## src/rtl/tft_pkg.sv

```systemverilog
// Shared TFT display definitions: output mode encodings and the colour-bar table.
// Latency: none (constants and types only).
// Backpressure: not applicable.
package tft_pkg;

    // Output source selection, latched once per frame by the controller.
    typedef enum logic [1:0] {
        MODE_PASS      = 2'd0,   // RGB565 pixels from the frame-buffer read FIFO
        MODE_BAR       = 2'd1,   // built-in 8-bar test pattern
        MODE_BLACK     = 2'd2,   // solid black
        MODE_BLACK_ALT = 2'd3    // spare code, also solid black
    } mode_e;

    localparam int BAR_NUM = 8;

    localparam logic [23:0] RGB_BLACK = 24'h000000;

    // Colour-bar palette, element 0 is the leftmost bar.
    localparam logic [BAR_NUM-1:0][23:0] BAR_TABLE = {
        24'h000000,   // bar 7: black
        24'h0000FF,   // bar 6: blue
        24'hFF0000,   // bar 5: red
        24'hFF00FF,   // bar 4: magenta
        24'h00FF00,   // bar 3: green
        24'h00FFFF,   // bar 2: cyan
        24'hFFFF00,   // bar 1: yellow
        24'hFFFFFF    // bar 0: white
    };

endpackage

```

## src/rtl/tft_pix_fmt.sv

```systemverilog
// Pixel formatter: RGB565 to RGB888 expansion, colour-bar lookup and black fill.
// Latency: purely combinational; the parent registers the result.
// Backpressure: none; an empty FIFO read is flagged by empty_i and shown as black.
module tft_pix_fmt
    import tft_pkg::*;
(
    input  logic [1:0]  mode_i,
    input  logic [15:0] rgb565_i,
    input  logic        empty_i,
    input  logic [2:0]  bar_idx_i,
    output logic [23:0] rgb_o
);

    logic [23:0] rgb888;

    // MSB replication fills the low bits so full-scale 565 maps to full-scale 888.
    assign rgb888 = {rgb565_i[15:11], rgb565_i[15:13],
                     rgb565_i[10:5],  rgb565_i[10:9],
                     rgb565_i[4:0],   rgb565_i[4:2]};

    // Select the pixel source for the current mode.
    always_comb begin
        rgb_o = RGB_BLACK;
        case (mode_e'(mode_i))
            MODE_PASS: rgb_o = empty_i ? RGB_BLACK : rgb888;
            MODE_BAR:  rgb_o = BAR_TABLE[bar_idx_i];
            default:   rgb_o = RGB_BLACK;
        endcase
    end

endmodule

```

## src/rtl/tft_disp_ctrl.sv

```systemverilog
// TFT display timing controller: sync/DE generation, FIFO read strobes, pixel output.
// Latency: counters -> data_req 1 cycle; counters -> hs/vs/de/rgb 3 cycles (de = data_req + 2).
// Backpressure: none; reads are issued for every active pixel, an empty FIFO gives black + sticky underflow.
module tft_disp_ctrl
    import tft_pkg::*;
#(
    parameter int   H_SYNC  = 96,
    parameter int   H_BACK  = 48,
    parameter int   H_VALID = 640,
    parameter int   H_FRONT = 16,
    parameter int   V_SYNC  = 2,
    parameter int   V_BACK  = 33,
    parameter int   V_VALID = 480,
    parameter int   V_FRONT = 10,
    parameter logic HS_POL  = 1'b1,
    parameter logic VS_POL  = 1'b1
) (
    input  logic        sys_clk,
    input  logic        sys_rst_n,
    input  logic [1:0]  mode,
    input  logic [15:0] data_in,
    input  logic        data_empty,
    output logic        data_req,
    output logic        tft_clk,
    output logic [23:0] tft_rgb,
    output logic        tft_hs,
    output logic        tft_vs,
    output logic        tft_de,
    output logic        tft_bl,
    output logic        frame_start,
    output logic        underflow,
    output logic [15:0] frame_cnt
);

    localparam int H_TOTAL = H_SYNC + H_BACK + H_VALID + H_FRONT;
    localparam int V_TOTAL = V_SYNC + V_BACK + V_VALID + V_FRONT;

    // One spare count of headroom so the end-of-active bound always fits.
    localparam int HW = $clog2(H_TOTAL + 1);
    localparam int VW = $clog2(V_TOTAL + 1);

    localparam logic [HW-1:0] HC_LAST = HW'(H_TOTAL - 1);
    localparam logic [HW-1:0] HC_SYNC = HW'(H_SYNC);
    localparam logic [HW-1:0] HC_ACT0 = HW'(H_SYNC + H_BACK);
    localparam logic [HW-1:0] HC_ACT1 = HW'(H_SYNC + H_BACK + H_VALID);
    localparam logic [VW-1:0] VC_LAST = VW'(V_TOTAL - 1);
    localparam logic [VW-1:0] VC_SYNC = VW'(V_SYNC);
    localparam logic [VW-1:0] VC_ACT0 = VW'(V_SYNC + V_BACK);
    localparam logic [VW-1:0] VC_ACT1 = VW'(V_SYNC + V_BACK + V_VALID);

    // Colour bars are H_VALID/8 pixels wide; a pixel counter within the bar
    // avoids a divider on the horizontal position.
    localparam int BAR_W = H_VALID / BAR_NUM;
    localparam int BPW   = (BAR_W > 1) ? $clog2(BAR_W) : 1;
    localparam logic [BPW-1:0] BP_LAST = BPW'(BAR_W - 1);

    // ---------------- stage 0: counters and control ----------------
    logic          run_q;
    logic [HW-1:0] h_cnt_q, h_cnt_d;
    logic [VW-1:0] v_cnt_q, v_cnt_d;
    logic          fs_d;
    logic          frame_start_q;
    logic [15:0]   frame_cnt_q;
    logic [1:0]    mode_q;
    logic          underflow_q, underflow_d;
    logic          uf_set;

    logic          h_act_c, v_act_c, act_c, line_first_c;
    logic          hs_c, vs_c;

    // ---------------- stage 1: read strobe cycle ----------------
    logic           data_req_q;
    logic           hs1_q, vs1_q;
    logic [BPW-1:0] bar_px_q, bar_px_d;
    logic [2:0]     bar_idx_q, bar_idx_d;

    // ---------------- stage 2: FIFO data cycle ----------------
    logic           de2_q, hs2_q, vs2_q, empty2_q;
    logic [2:0]     bar2_q;
    logic [23:0]    pix_rgb;

    // ---------------- output registers ----------------
    logic           tft_de_q, tft_hs_q, tft_vs_q;
    logic [23:0]    tft_rgb_q;

    // Pixel clock goes straight to the panel.
    assign tft_clk = sys_clk;

    // Region decode from the live counters; nothing is active until the first
    // post-reset edge has parked the counters at (0,0).
    assign h_act_c      = (h_cnt_q >= HC_ACT0) && (h_cnt_q < HC_ACT1);
    assign v_act_c      = (v_cnt_q >= VC_ACT0) && (v_cnt_q < VC_ACT1);
    assign act_c        = run_q && h_act_c && v_act_c;
    assign line_first_c = (h_cnt_q == HC_ACT0);
    assign hs_c         = (run_q && (h_cnt_q < HC_SYNC)) ? HS_POL : ~HS_POL;
    assign vs_c         = (run_q && (v_cnt_q < VC_SYNC)) ? VS_POL : ~VS_POL;

    // Next counter position; fs_d flags that the next cycle sits at (0,0).
    always_comb begin
        h_cnt_d     = h_cnt_q;
        v_cnt_d     = v_cnt_q;
        fs_d        = 1'b0;
        if (!run_q) begin
            h_cnt_d = '0;
            v_cnt_d = '0;
            fs_d    = 1'b1;
        end else if (h_cnt_q == HC_LAST) begin
            h_cnt_d = '0;
            if (v_cnt_q == VC_LAST) begin
                v_cnt_d = '0;
                fs_d    = 1'b1;
            end else begin
                v_cnt_d = v_cnt_q + 1'b1;
            end
        end else begin
            h_cnt_d = h_cnt_q + 1'b1;
        end
        // A read against an empty FIFO wins over the frame-start clear.
        uf_set      = data_req_q & data_empty;
        underflow_d = uf_set | (underflow_q & ~fs_d);
    end

    // Timing counters, start-up flag, frame pulse/counter, latched mode, underflow.
    always_ff @(posedge sys_clk or negedge sys_rst_n) begin
        if (!sys_rst_n) begin
            run_q         <= 1'b0;
            h_cnt_q       <= '0;
            v_cnt_q       <= '0;
            frame_start_q <= 1'b0;
            frame_cnt_q   <= '0;
            mode_q        <= MODE_PASS;
            underflow_q   <= 1'b0;
        end else begin
            run_q         <= 1'b1;
            h_cnt_q       <= h_cnt_d;
            v_cnt_q       <= v_cnt_d;
            frame_start_q <= fs_d;
            underflow_q   <= underflow_d;
            if (fs_d) begin
                frame_cnt_q <= frame_cnt_q + 16'd1;
            end
            // Mode only changes while the counters sit at (0,0); the porches
            // drain the previous frame's pixels before the new mode reaches them.
            if (frame_start_q) begin
                mode_q <= mode;
            end
        end
    end

    // Bar position of the pixel being read, restarted at each line's first pixel.
    always_comb begin
        bar_px_d  = bar_px_q;
        bar_idx_d = bar_idx_q;
        if (act_c) begin
            if (line_first_c) begin
                bar_px_d  = '0;
                bar_idx_d = '0;
            end else if (bar_px_q == BP_LAST) begin
                bar_px_d  = '0;
                bar_idx_d = bar_idx_q + 3'd1;
            end else begin
                bar_px_d  = bar_px_q + 1'b1;
            end
        end
    end

    // Stage 1: FIFO read strobe plus the sync levels and bar index that travel with it.
    always_ff @(posedge sys_clk or negedge sys_rst_n) begin
        if (!sys_rst_n) begin
            data_req_q <= 1'b0;
            hs1_q      <= ~HS_POL;
            vs1_q      <= ~VS_POL;
            bar_px_q   <= '0;
            bar_idx_q  <= '0;
        end else begin
            data_req_q <= act_c;
            hs1_q      <= hs_c;
            vs1_q      <= vs_c;
            bar_px_q   <= bar_px_d;
            bar_idx_q  <= bar_idx_d;
        end
    end

    // Stage 2: the cycle in which the FIFO presents data_in for the strobe above.
    always_ff @(posedge sys_clk or negedge sys_rst_n) begin
        if (!sys_rst_n) begin
            de2_q    <= 1'b0;
            hs2_q    <= ~HS_POL;
            vs2_q    <= ~VS_POL;
            empty2_q <= 1'b0;
            bar2_q   <= '0;
        end else begin
            de2_q    <= data_req_q;
            hs2_q    <= hs1_q;
            vs2_q    <= vs1_q;
            empty2_q <= uf_set;
            bar2_q   <= bar_idx_q;
        end
    end

    tft_pix_fmt u_pix_fmt (
        .mode_i    (mode_q),
        .rgb565_i  (data_in),
        .empty_i   (empty2_q),
        .bar_idx_i (bar2_q),
        .rgb_o     (pix_rgb)
    );

    // Output registers: data_in is captured here, aligned with hs/vs/de; blanking forces black.
    always_ff @(posedge sys_clk or negedge sys_rst_n) begin
        if (!sys_rst_n) begin
            tft_de_q  <= 1'b0;
            tft_hs_q  <= ~HS_POL;
            tft_vs_q  <= ~VS_POL;
            tft_rgb_q <= '0;
        end else begin
            tft_de_q  <= de2_q;
            tft_hs_q  <= hs2_q;
            tft_vs_q  <= vs2_q;
            tft_rgb_q <= de2_q ? pix_rgb : RGB_BLACK;
        end
    end

    assign data_req    = data_req_q;
    assign tft_rgb     = tft_rgb_q;
    assign tft_hs      = tft_hs_q;
    assign tft_vs      = tft_vs_q;
    assign tft_de      = tft_de_q;
    assign tft_bl      = run_q;
    assign frame_start = frame_start_q;
    assign underflow   = underflow_q;
    assign frame_cnt   = frame_cnt_q;

endmodule
```

## config.mk

```make
export PLATFORM = sky130hd
export DESIGN_NAME = tft_disp_ctrl
export DESIGN_NICKNAME = d
export VERILOG_FILES = /design/src/rtl/tft_pkg.sv /design/src/rtl/tft_pix_fmt.sv /design/src/rtl/tft_disp_ctrl.sv
export SDC_FILE = /design/constraint.sdc
export NUM_CORES = 1
export LEC_CHECK = 0
export ABC_CLOCK_PERIOD_IN_PS = 2350
export CAP_MARGIN = 0
export CORE_ASPECT_RATIO = 1.2
export CORE_MARGIN = 3
export CORE_UTILIZATION = 35
export CTS_BUF_LIST = sky130_fd_sc_hd__clkbuf_8
export CTS_CLUSTER_SIZE = 20
export DETAILED_ROUTE_END_ITERATION = 10
export GPL_ROUTABILITY_DRIVEN = 0
export RECOVER_POWER = 100
export REMOVE_ABC_BUFFERS = 1
export SYNTH_ARGS = -nofsm -noshare
export SYNTH_HDL_FRONTEND = slang
export SYNTH_SLANG_ARGS = --single-unit
```

## constraint.sdc

```tcl
create_clock -name sys_clk -period 2.35 [get_ports sys_clk]
set_input_delay 0.235 -clock sys_clk [delete_from_list [all_inputs] [get_ports sys_clk]]
set_output_delay 0.235 -clock sys_clk [all_outputs]
set_load 0.01 [all_outputs]
```

==> impl_metrics.py, run 1 <==
metrics = {
    "grt": {
        "grt_max_degree": 36,
        "antenna_found_initial": 0,
        "grt_pass1_vias": 2766,
        "gr-usage-all-layers": 0.148,
        "grt_pass1_wl_um": 13300,
        "overflow": 0,
    },
    "clock_network": {
        "clock_latency_ns": 0.47,
        "cts_tree": "yes",
        "path_clk_slew_ns": 0.08,
    },
    "drt": {
        "drtAntennaViolNets": 0,
        "vias": 2752,
        "drt-initial-drc-count": 69,
        "routedWlPerCell_um": 13.9,
        "wl_met1_um": 3520,
        "first_pass_iters": 4,
        "top_layer": "met4",
        "vias_per_cell": 4.93,
        "met2_length_um": 3720,
        "drt-total-wl_um": 7760,
        "drcViolationCount": 0,
        "dr_wl_met3_um": 334,
    },
    "logic_synthesis": {
        "ys.flop_type": "dfrtp_1",
        "syn_inst": 337,
        "synth_common_cells": "dfrtp_1, nand2_1, nor2_1",
        "syn_area_per_cell_sq_um": 10.6,
        "synth_warnings": 0,
        "yosysSeqAreaShare": 0.561,
        "synth_cell_types": 44,
        "synth_top_area_frac": 0.561,
        "yosysMostFrequentCell": "dfrtp_1",
        "synth-seq-cells": 80,
        "synth_top_area_cell": "dfrtp_1",
        "synthTopCellsByArea": "dfrtp_1, xnor2_1, nand2_1, a21oi_1, nor2_1",
        "synth_edf_count": 0,
        "syn_area_sq_um": 3570,
        "synthArstFlopShare": 1.00,
    },
    "layout": {
        "fin_util": 0.491,
        "postLayoutCellArea_sq_um": 4760,
        "nets": 459,
        "layout-drive-gt1-share": 0.133,
        "area_delta_synth_final_pct": 33.4,
        "diodes": 0,
    },
    "hold_path": {
        "min_to": "tft_rgb[5]$_DFF_PN0_",
        "min_path_cells": 3,
        "min_from": "data_in[2]",
        "hold_path.class": "input port to flop",
    },
    "placement": {
        "hpwl_um": 5590,
        "io_buffers": 68,
        "placed_cell_area_sq_um": 4510,
    },
    "timing": {
        "maxSlewViolCount": 0,
        "period_minus_slack_ns": 2.26,
        "finalCritPeriodShare": 0.960,
        "rsz0062_at_grt": "no",
        "worst_pin_slew_ns": 0.920,
        "fin_skew_ns": 0.00597,
        "maxSlewHeadroom": 0.387,
        "setup_viol": 0,
        "fmax_mhz": 443,
        "hold_violations": 0,
    },
    "power_and_ir_drop": {
        "power_frac_comb": 0.119,
        "p_int_w": 0.00233,
        "sequentialPowerShare": 0.492,
        "clkPwrFrac": 0.389,
        "p_per_area_nw_per_um2": 652,
        "ir_worst_vdd_v": 0.000263,
        "p_sw_w": 0.000777,
        "swShare": 0.250,
        "p_leak_nw": 2.24,
        "total_power_w": 0.00311,
    },
    "setup_path": {
        "cp.required_ns": 2.70,
        "reg2reg_setup_slack_ns": 0.09,
        "cp-end-kind": "flop",
        "worst_ep_arrival_time_ns": 2.61,
        "cp_max_fo": 4,
        "reg2reg_from": "v_cnt_q[1]$_DFFE_PN0P_",
        "cp-start-kind": "flop",
        "reg2reg_depth": 7,
        "timing.rr.end": "frame_cnt[8]$_DFFE_PN0P_",
        "critPathKind": "flop to flop",
    },
    "die": {
        "num_rows": 39,
        "fp.dieW_um": 98.2,
        "core_area_sq_um": 9710,
        "die_area_sq_um": 11500,
        "ioPinCount": 69,
        "start_util": 0.368,
        "die_h_um": 117,
    },
    "job": {
        "cap_violations": 0,
    },
    "status": {
        "status": "complete, no violations",
    },
}
[through the flow]
step / setup slack (ns) / TNS (ns) / hold WS (ns) / cells
3_3_place_gp: 0.0959 / 0 / 0.217 / 537
6_report: 0.0934 / 0 / 0.310 / 558
2_1_floorplan: -0.260 / -0.618 / -0.0606 / 318
5_1_grt: 0.0131 / 0 / 0.299 / 558
3_5_place_dp: 0.0582 / 0 / 0.218 / 537
4_1_cts: 0.0375 / 0 / 0.265 / 556
[logic make-up after synthesis]
kind of cell | Yosys count | synth area share
other | 1 | 0.00105
AND/OR/NAND/NOR | 140 | 0.205
adder cells (fa/ha/maj) | 7 | 0.0245
flip-flops | 80 | 0.561
XOR/XNOR | 30 | 0.0757
AO/OA/AOI/OAI | 46 | 0.0806
buffers and inverters | 30 | 0.0434
multiplexers | 3 | 0.00946
[cell type report]
type                            instances  area [sq um]
Multi-Input combinational cell        227          1430
Fill cell                             899          4950
Sequential cell                        80          2000
Tap cell                              123           154
Timing Repair Buffer                   98           877
Inverter                               11          45.0
Clock inverter                          3          41.3
Clock buffer                           16           216
[metal layers]
metal	vias to the layer above	global-route usage
met3	16	0.0335
li1	1345	-
met2	68	0.241
met1	1323	0.185
met5	-	0
met4	0	0.0792
[what timing repair did]
| action | 4_1_cts | 5_1_grt |
|---|---|---|
| setup endpoints to repair | 0 | 28 |
| hold buffers | 1 | 0 |
| resized for setup | 0 | 8 |
| setup buffers | 0 | 2 |
| endpoints found under the hold margin | 33 | 0 |
[power groups by stage]
stage | clock network, W | logic [W] | registers (W)
final | 0.00121 | 0.000369 | 0.00153
after global routing | 0.00132 | 0.000416 | 0.00154
after CTS | 0.00126 | 0.000399 | 0.00153
after detailed placement | 0.0000433 | 0.000394 | 0.00156
after global placement | 0.0000433 | 0.000384 | 0.00156
after floorplan | 0 | 0.000141 | 0.00156
[cell usage in the layout, fill, tap and decap left out, types with 2 or more instances in the layout]
cell type        synthesis  routed
and3_1                   6       6
inv_1                   11      11
clkinvlp_4               0       2
and2_1                   3       2
clkbuf_8                 0      15
nor2_1                  27      27
nor4_1                   4       3
clkbuf_1                 8       5
or4_4                    2       2
clkdlybuf4s50_1          0      19
xnor2_1                 18      19
and4_1                   2       2
ha_1                     7       7
o31ai_1                  3       3
or4b_4                   1       2
nand4_1                 13      13
a21oi_1                 21      21
xor2_1                  11      11
dlygate4sd3_1            0      49
o22ai_1                  3       3
o21ai_0                  8       8
nand3_1                 16      16
mux2_2                   3       3
clkbuf_4                 0       3
nor3_1                   5       5
clkbuf_2                 0       3
nand2_1                 40      40
nand2b_1                12      12
o41ai_1                  4       3
buf_4                    9      20
dfrtp_1                 80      80
[sequential cells by signal, summed over array words and instances, names as in the netlist, 2 cells and up]
signal	count
bar2_q	3
bar_idx_q	3
bar_px_q	7
frame_cnt	16
h_cnt_q	10
mode_q	2
tft_rgb	16
v_cnt_q	10
[worst max-delay path by stage]
stage | startpoint | to | depth (start not counted)
global placement | v_cnt_q[6]$_DFFE_PN0P_ | frame_cnt[8]$_DFFE_PN0P_ | 5
CTS | v_cnt_q[0]$_DFFE_PN0P_ | bar_px_q[6]$_DFFE_PN0P_ | 7
finish | v_cnt_q[1]$_DFFE_PN0P_ | frame_cnt[8]$_DFFE_PN0P_ | 7
global route | v_cnt_q[1]$_DFFE_PN0P_ | frame_cnt[2]$_DFFE_PN0P_ | 10
floorplan | h_cnt_q[0]$_DFF_PN0_ | v_cnt_q[5]$_DFFE_PN0P_ | 6
detailed placement | v_cnt_q[6]$_DFFE_PN0P_ | frame_cnt[8]$_DFFE_PN0P_ | 5
[critical path, stage by stage, from the launching register on]
cell,delay [ns]
dfrtp_1,0.41
inv_1,0.09
ha_1,0.14
nand4_1,0.10
or4_4,0.50
o21a_2,0.23
or4b_4,0.53
xnor2_1,0.13
No activity file was read; power rests on OpenSTA's default activity.
==> run 2: changes to the inputs <==
--- a/config.mk
+++ b/config.mk
@@ -16,6 +16,7 @@
 export GPL_ROUTABILITY_DRIVEN = 0
 export RECOVER_POWER = 100
 export REMOVE_ABC_BUFFERS = 1
+export SLEW_MARGIN = 30
 export SYNTH_ARGS = -nofsm -noshare
 export SYNTH_HDL_FRONTEND = slang
 export SYNTH_SLANG_ARGS = --single-unit
==> results of run 2 <==
Same layout as run 1: the final DEF is identical, and so are final timing and power.
==> run 3: changes to the inputs <==
--- a/config.mk
+++ b/config.mk
@@ -6,7 +6,7 @@
 export NUM_CORES = 1
 export LEC_CHECK = 0
 export ABC_CLOCK_PERIOD_IN_PS = 2350
-export CAP_MARGIN = 0
+export CAP_MARGIN = 20
 export CORE_ASPECT_RATIO = 1.2
 export CORE_MARGIN = 3
 export CORE_UTILIZATION = 35
==> results of run 3 <==
Same layout as run 1: the final DEF is identical, and so are final timing and power.
